$ cat config.mk
export PLATFORM = sky130hd
export DESIGN_NAME = sram_ctrl
export DESIGN_NICKNAME = d
export VERILOG_FILES = /design/src/rtl/sram_ctrl.sv
export SDC_FILE = /design/constraint.sdc
export NUM_CORES = 1
export LEC_CHECK = 0
export CAP_MARGIN = 15
export CELL_PAD_IN_SITES_DETAIL_PLACEMENT = 1
export CELL_PAD_IN_SITES_GLOBAL_PLACEMENT = 1
export CORE_MARGIN = 2
export CORE_UTILIZATION = 34
export CTS_CLUSTER_DIAMETER = 50
export DETAILED_ROUTE_END_ITERATION = 10
export PLACE_DENSITY = 0.88
export SYNTH_ARGS = -nofsm -noshare
export SYNTH_HDL_FRONTEND = slang
export SYNTH_SLANG_ARGS = --single-unit
$ cat constraint.sdc
create_clock -name clk -period 1.9 [get_ports clk]
set_input_delay 0.19 -clock clk [delete_from_list [all_inputs] [get_ports clk]]
set_output_delay 0.19 -clock clk [all_outputs]
set_load 0.03 [all_outputs]
$ cat src/rtl/sram_ctrl.sv
// Host-side controller for a single-port synchronous SRAM: single-word read/write
// requests over valid/ready, fixed-latency read capture and a zero-fill clear engine.
module sram_ctrl #(
    parameter int AW     = 4,
    parameter int DW     = 8,
    parameter int RD_LAT = 1
) (
    input  logic          clk,
    input  logic          rst_n,
    input  logic          req_valid,
    output logic          req_ready,
    input  logic          req_wr,
    input  logic [AW-1:0] req_addr,
    input  logic [DW-1:0] req_wdata,
    output logic          rsp_valid,
    output logic [DW-1:0] rsp_rdata,
    input  logic          clr_start,
    output logic          clr_busy,
    output logic          clr_done,
    output logic [AW-1:0] mem_addr,
    output logic [DW-1:0] mem_wdata,
    output logic          mem_wren,
    input  logic [DW-1:0] mem_rdata
);

    localparam int            CW   = $clog2(RD_LAT + 2);
    localparam logic [CW-1:0] LAT  = CW'(RD_LAT);
    localparam logic [AW-1:0] LAST = '1;

    typedef enum logic [1:0] {IDLE, WR, RD, CLR} state_t;

    state_t        state, state_nxt;
    logic [CW-1:0] cnt, cnt_nxt;
    logic [AW-1:0] addr_nxt;
    logic [DW-1:0] wdata_nxt, rdata_nxt;
    logic          wren_nxt, rsp_valid_nxt, busy_nxt, done_nxt;

    // Clear takes priority over a pending request, so readiness also depends on clr_start.
    assign req_ready = (state == IDLE) && !clr_start;

    always_ff @(posedge clk or negedge rst_n) begin
        if (!rst_n) begin
            state     <= IDLE;
            cnt       <= '0;
            mem_addr  <= '0;
            mem_wdata <= '0;
            mem_wren  <= 1'b0;
            rsp_valid <= 1'b0;
            rsp_rdata <= '0;
            clr_busy  <= 1'b0;
            clr_done  <= 1'b0;
        end else begin
            state     <= state_nxt;
            cnt       <= cnt_nxt;
            mem_addr  <= addr_nxt;
            mem_wdata <= wdata_nxt;
            mem_wren  <= wren_nxt;
            rsp_valid <= rsp_valid_nxt;
            rsp_rdata <= rdata_nxt;
            clr_busy  <= busy_nxt;
            clr_done  <= done_nxt;
        end
    end

    always_comb begin
        state_nxt     = state;
        cnt_nxt       = cnt;
        addr_nxt      = mem_addr;
        wdata_nxt     = mem_wdata;
        wren_nxt      = 1'b0;
        rsp_valid_nxt = 1'b0;
        rdata_nxt     = rsp_rdata;
        busy_nxt      = clr_busy;
        done_nxt      = 1'b0;
        case (state)
            IDLE: begin
                if (clr_start) begin
                    state_nxt = CLR;
                    addr_nxt  = '0;
                    wdata_nxt = '0;
                    wren_nxt  = 1'b1;
                    busy_nxt  = 1'b1;
                end else if (req_valid) begin
                    addr_nxt = req_addr;
                    if (req_wr) begin
                        state_nxt = WR;
                        wdata_nxt = req_wdata;
                        wren_nxt  = 1'b1;
                    end else begin
                        state_nxt = RD;
                        cnt_nxt   = '0;
                    end
                end
            end
            WR: state_nxt = IDLE;
            RD: begin
                // The counter reaches RD_LAT on the edge where the SRAM output is valid.
                if (cnt == LAT) begin
                    rdata_nxt     = mem_rdata;
                    rsp_valid_nxt = 1'b1;
                    state_nxt     = IDLE;
                end else begin
                    cnt_nxt = cnt + 1'b1;
                end
            end
            CLR: begin
                if (mem_addr == LAST) begin
                    busy_nxt  = 1'b0;
                    done_nxt  = 1'b1;
                    state_nxt = IDLE;
                end else begin
                    addr_nxt = mem_addr + 1'b1;
                    wren_nxt = 1'b1;
                end
            end
            default: state_nxt = IDLE;
        endcase
    end

endmodule

# After elaboration in Yosys (flattened, before gate mapping)
# Index checks and enable logic that the tools add are counted.
[totals]
regBits = 28
inputBits = 25
word_cells = 68
[op_classes]
n_addsub = 2
eq_ne = 14
n_mux = 30
n_reduce_logical = 13
[op_table]
columns = ["operator", "n"]
rows = [
  ["$mux W8", 3],
  ["$mux W2", 9],
  ["$ne A2 B2 Y1 const B", 8],
  ["$mux W4", 3],
  ["$reduce_and A3 Y1", 4],
  ["$mux W1", 10],
  ["$pmux W2 S4", 1],
  ["$pmux W4 S2", 1],
  ["$reduce_bool A2 Y1", 4],
  ["$reduce_and A5 Y1", 1],
  ["$add A4 B1 Y4 const B", 1],
  ["$eq A2 B1 Y1 const B", 2],
  ["$eq A2 B2 Y1 const B", 2],
  ["$eq A4 B4 Y1 const B", 1],
  ["$pmux W1 S2", 2],
  ["$pmux W2 S2", 1],
  ["$ne A3 B3 Y1 const B", 1],
  ["$add A2 B1 Y2 const B", 1],
  ["$logic_not A2 Y1", 1],
  ["$reduce_and A2 Y1", 1],
  ["$logic_and A1 B1 Y1", 1],
  ["$logic_not A1 Y1", 1],
]

# Logic depth before layout (Yosys ltp)
# Gate-level depths: netlist of the first run.
[depth]
depth_word = 4
mapped_depth = 5

# Worst setup path before layout of the first run
# Ideal clock, no wire load.
[synth_path]
path_type = "reg2reg"
from = "register mem_addr[0]"
to = "register mem_addr[0]"
setup_time_ns = 0.128
t_arrival_ns = 1.493
required_ns = 1.772
slack_ns = 0.280
path_stages_with_launch = 6
path_buffers = 0
cell_sequence = "dfrtp_1 > ha_1 > nand4_1 > inv_1 > nor3_2 > mux2_1"
[synth_between]
elab_chain_cells = 3
elab_cells_between_ends = 6
cone_classes = "add/sub: 1; eq/ne: 2; mux: 2; reduce/logical: 1"
[synth_rtl]
columns = ["element", "line_no", "rtl"]
rows = [
  ["start: declaration", "20", "output logic [AW-1:0] mem_addr,"],
  ["start signal: assignment", "55", "mem_addr <= addr_nxt;"],
  ["$add A4 B1 Y4 or $eq A4 B4 Y1 (tied branches)", "112, 107", ""],
  ["$mux W4 or $ne A2 B2 Y1 (tied branches)", "--", ""],
  ["$pmux W4 S2 or $reduce_and A3 Y1 (tied branches)", "--", ""],
]
# Several ways; a longest one is shown, not always the timed one. The select of a mux whose other input is x is not followed.
# A chain may end at the register's enable or synchronous reset.

# Worst setup path after layout of the first run
# Ends and elaborated chain as after synthesis.

==> metrics.yaml, run 1 <==
grt_usage: 0.170
end_kind: "flop"
worstSkewPairLatency_ps: 270
tightestPinTransition_ps: 449
final_cell_mix: "clkdlybuf4s50_1, dfrtp_1, inv_1, mux2_1, nor2b_1"
synth-seq-cells: 28
critPathLaunchType: "flop"
status: "completed"
start_util: 0.349
antenna_left: 0
path_max_fanout: 5
slew_headroom: 0.700
yosysWarnings: 0
synth_top_area_frac: 0.505
dieArea_um2: 4600
synthesis.area_um2: 1390
slowest_delay_ps: 440
cts_tree: "done"
routed_via_density: 4.99
die_y_um: 67.9
syn2layout_area_growth_pct: 45.5
fmax_mhz: 592
synth_nets: 142
worstSetupPathType: "flop to flop"
placed_area_um2: 1940
clock_path_buffers: 2
dp.final_hpwl_mm: 2.85
vias: 1073
first_pass_iters: 4
num_io_pins: 50
power_density_nw_per_um2: 1580
synth.area.top_cells: "dfrtp_1, mux2_1, mux2_2"
critical-path-top-delay-family: "flip-flops"
syn_inst: 111
design_area_um2: 2020
hold_path.class: "primary input to async pin"
wl_per_cell_um: 17.3
cts-root-buf: "clkbuf_8"
fin_crit_sh: 0.889
seqCellArea_um2: 701
finClkSkew_ps: 10.3
slew_viol_final: 0
p_leak_uw: 0.000888
crit_arrival_ps: 1840
synth-seq-area-share: 0.505
cp_slowest_cell: "dfrtp_1"
synth_top_area_cell: "dfrtp_1"
port_buffers: 49
cap_violations: 0
rsz0062_at_grt: "false"
fillCellCount: 415
htree_levels: 1
avgSynthCellArea_um2: 12.5
final_common_cell: "clkdlybuf4s50_1"
setup_viol: 0
antenna_found_initial: 0
grt_pass1_vias: 1201
hold_violations: 0
clock-sinks: 28
drcViolationCount: 0
diodes: 0
fp-row-count: 23
multiInputGateArea_um2: 634
grt_pass1_wl_mm: 5.74
tns_ps: 0
synth_cell_type_count: 33
hold_buffers: 0
utilization: 0.508
crit_buf_inv: 1
drt_iter0_drc: 27
numCtsBuffers: 3
clk_pin_slew_ps: 100
core-area_um2: 3970
grt.overflow.total: 0
cp.required_ps: 2050
drive_gt1_frac: 0.139
post-route-min-period_ps: 1690
gp_congestion: 0.777
die_w_um: 67.9
fin_nets: 197
crit_chain: "ha_1 -> nand4_1 -> inv_1 -> nor3_2 -> mux2_1"
grt_start_max_net_pins: 29
vdd_drop_max_mv: 0.579
routed_wl_mm: 3.71
cells in the mapped netlist, drive strengths merged:
master	instances
a211o	1
a211oi	2
a21o	1
a21oi	1
a221oi	1
a22o	3
a2bb2oi	1
buf	2
dfrtp	28
ha	6
inv	10
mux2	18
mux2i	4
nand2	3
nand2b	1
nand3	3
nand3b	1
nand4	3
nor2	1
nor2b	9
nor3	1
nor3b	1
o2111a	1
o21ai	4
o22ai	1
or2b	1
or3b	2
or4	1
layout make-up:
class | count | area share
Tap cell | 50 | 0.0310
Sequential cell | 28 | 0.347
Clock buffer | 3 | 0.0205
Clock inverter | 1 | 0.0149
Timing Repair Buffer | 52 | 0.253
Inverter | 10 | 0.0186
Multi-Input combinational cell | 71 | 0.315
cell families (layout without fill, tap and decap cells):
kind of cell | Yosys count | count (layout) | synth area share
compound gates | 16 | 16 | 0.0930
fa+ha+maj | 6 | 6 | 0.0542
buf+inv | 12 | 66 | 0.0388
flops | 28 | 28 | 0.505
mux | 22 | 22 | 0.175
simple gates | 27 | 27 | 0.134
worst paths after layout:
check	startpoint	cells after the start	slack, ps	endpoint
min in group clk	cnt[0]	1	490	cnt[0]
worst min-delay path	rst_n	2	320	mem_wdata[0]
worst min register to register	cnt[0]	1	490	cnt[0]
worst max-delay path	mem_addr[0]	5	210	mem_addr[0]
max in group asynchronous	rst_n	2	1310	mem_wdata[7]
worst max register to register	mem_addr[0]	5	210	mem_addr[0]
repair_timing:
item                                    in CTS  in global routing
gates resized for setup                      0                  1
buffers inserted                             0                  0
endpoints found under the setup margin       0                  2
sequential cells by signal, summed over array words and instances (netlist names):
| name | count |
|---|---|
| mem_wdata | 8 |
| rsp_rdata | 8 |
| mem_addr | 4 |
| cnt | 2 |
| state | 2 |
| clr_busy | 1 |
| clr_done | 1 |
| mem_wren | 1 |
| rsp_valid | 1 |
through the flow:
| step | hold WS [ps] | worst slack (ps) | total power [µW] | cells |
|---|---|---|---|---|
| final | 319 | 210 | 3190 | 215 |
| after CTS | 324 | 84.7 | 3220 | 215 |
| after global routing | 344 | 122 | 3360 | 215 |
| after floorplan | -106 | 280 | 2050 | 111 |
| after detailed placement | 485 | 92.5 | 2730 | 211 |
| after global placement | 466 | 169 | 2630 | 211 |
where the power goes:
group	total (µW)	internal (µW)	switching, µW
clock	468	282	186
sequential	998	834	165
combinational	1720	781	938
total	3190	1900	1290
layer usage:
layer,vias up,part of all wire,GRT usage
met2,20,0.55,0.309
li1,502,-,-
met4,0,0.0092,0.0600
met1,549,0.42,0.212
met5,-,0,0
met3,2,0.021,0.0132
(Power assumes the default switching activity.)
==> run 2: changes to the inputs <==
PLACE_DENSITY = 0.77   (was 0.88)
==> run 2 against run 1 <==
  * Highest routed layer unchanged
  * Combinational power about the same
  * Clock skew shrank 7.6 ps
  * Worst hold slack got worse by 40 ps
  * Critical endpoint is now req_ready
  * Cell count increased by 0.93%
  * Die area did not move
==> metrics.yaml, run 2 (synthesis results as in run 1) <==
numCtsBuffers: 3
power_density_nw_per_um2: 1580
syn2layout_area_growth_pct: 46.4
cts-root-buf: "clkbuf_8"
design_area_um2: 2030
cp_slowest_cell: "dfrtp_1"
drcViolationCount: 0
port_buffers: 49
placed_area_um2: 1960
final_common_cell: "clkdlybuf4s50_1"
instances_no_fill: 217
cts_tree: "done"
fin_crit_sh: 0.892
critPathLaunchType: "flop"
routed_via_density: 4.96
die_y_um: 67.9
dieArea_um2: 4600
clock-sinks: 28
num_io_pins: 50
slew_headroom: 0.726
vdd_drop_max_mv: 0.566
crit_arrival_ps: 1510
antenna_found_initial: 0
htree_levels: 1
r2r-start: "state[1]"
first_pass_iters: 4
fin_nets: 199
final_cell_mix: "clkdlybuf4s50_1, dfrtp_1, inv_1, mux2_1, nor2b_1"
die_w_um: 67.9
cp.required_ps: 1710
multiInputGateArea_um2: 632
wl_per_cell_um: 17.3
cts_setup_buffers: 0
tightestPinTransition_ps: 409
worstSkewPairLatency_ps: 280
finClkSkew_ps: 2.70
post-route-min-period_ps: 1700
grt_usage: 0.176
clk_pin_slew_ps: 100
p_leak_uw: 0.000901
dp.final_hpwl_mm: 2.83
path_max_fanout: 7
vias: 1076
drive_gt1_frac: 0.144
end_kind: "output port"
grt_start_max_net_pins: 29
diodes: 0
fp-row-count: 23
status: "completed"
grt_pass1_wl_mm: 5.95
rsz0062_at_grt: "false"
core-area_um2: 3970
holdWs_ps: 279
hold_violations: 0
seqCellArea_um2: 701
cts_resized: 0
worstSetupPathType: "flop to output port"
drt_iter0_drc: 29
gp_congestion: 0.793
cap_violations: 0
antenna_left: 0
top_regs: "mem_wdata (8), rsp_rdata (8), mem_addr (4)"
cp-startpoint: "state[0]"
slowest_delay_ps: 400
grt_pass1_vias: 1151
fillCellCount: 432
fmax_mhz: 590
utilization: 0.511
dpl.cell_count: 213
crit_chain: "inv_1 -> ha_1 -> nor2b_1 -> buf_4"
setup_viol: 0
slew_viol_final: 0
tns_ps: 0
hold_buffers: 0
reg2regPathDepth: 5
clock_path_buffers: 2
start_util: 0.349
routed_wl_mm: 3.76
hold_path.class: "primary input to async pin"
grt.overflow.total: 0
-- run 2: cell types whose count changed in the layout (fill, tap and decap cells not counted) --
| cell | before | now |
|---|---|---|
| buf_4 | 4 | 6 |
| ha_1 | 5 | 6 |
| ha_2 | 1 | 0 |
-- run 2: final timing paths --
kind | slack, ps | end
setup reg to reg | 220 | mem_addr[1]
setup / recovery | 200 | req_ready
min in group clk | 500 | mem_wdata[0]
hold / removal | 280 | clr_done
hold reg to reg | 500 | mem_wdata[0]
max in group asynchronous | 1350 | rsp_rdata[1]
-- run 2: area by class of cell --
cell class,instances,area share
Clock buffer,3,0.0203
Clock inverter,1,0.0148
Inverter,10,0.0185
Multi-Input combinational cell,71,0.311
Sequential cell,28,0.345
Tap cell,50,0.0308
Timing Repair Buffer,54,0.259
-- run 2: per-stage QoR --
step | setup WS (ps) | power, µW
after floorplan | 280 | 2050
after global placement | 185 | 2650
after detailed placement | 97.5 | 2740
after CTS | 171 | 3240
after global routing | 78.3 | 3390
final | 204 | 3210
-- run 2: critical path: cells and delay by family (launching register included) --
family | cells | cell delay (ps)
adders and majority gates | 1 | 320
and+or+nand+nor | 1 | 190
DFF | 1 | 400
buffers and inverters | 2 | 310
-- run 2: routing by layer --
layer	track usage	vias to the layer above	wire length (µm)
met2	0.311	19	2040
met3	0.0313	5	106
met1	0.221	545	1580
met4	0.0450	0	40
met5	0	-	0
li1	-	507	-
-- run 2: power by group --
part           total, µW  switching, µW  internal (µW)
Sequential           994            161            833
Clock                487            204            283
Combinational       1730            943            787
Total               3210           1310           1900
==> run 3: changes to the inputs <==
ABC_CLOCK_PERIOD_IN_PS = 1900   (was unset)
SLEW_MARGIN = 20   (was unset)
==> results of run 3 <==
No change in the layout: final DEF, timing and power equal those of run 2.
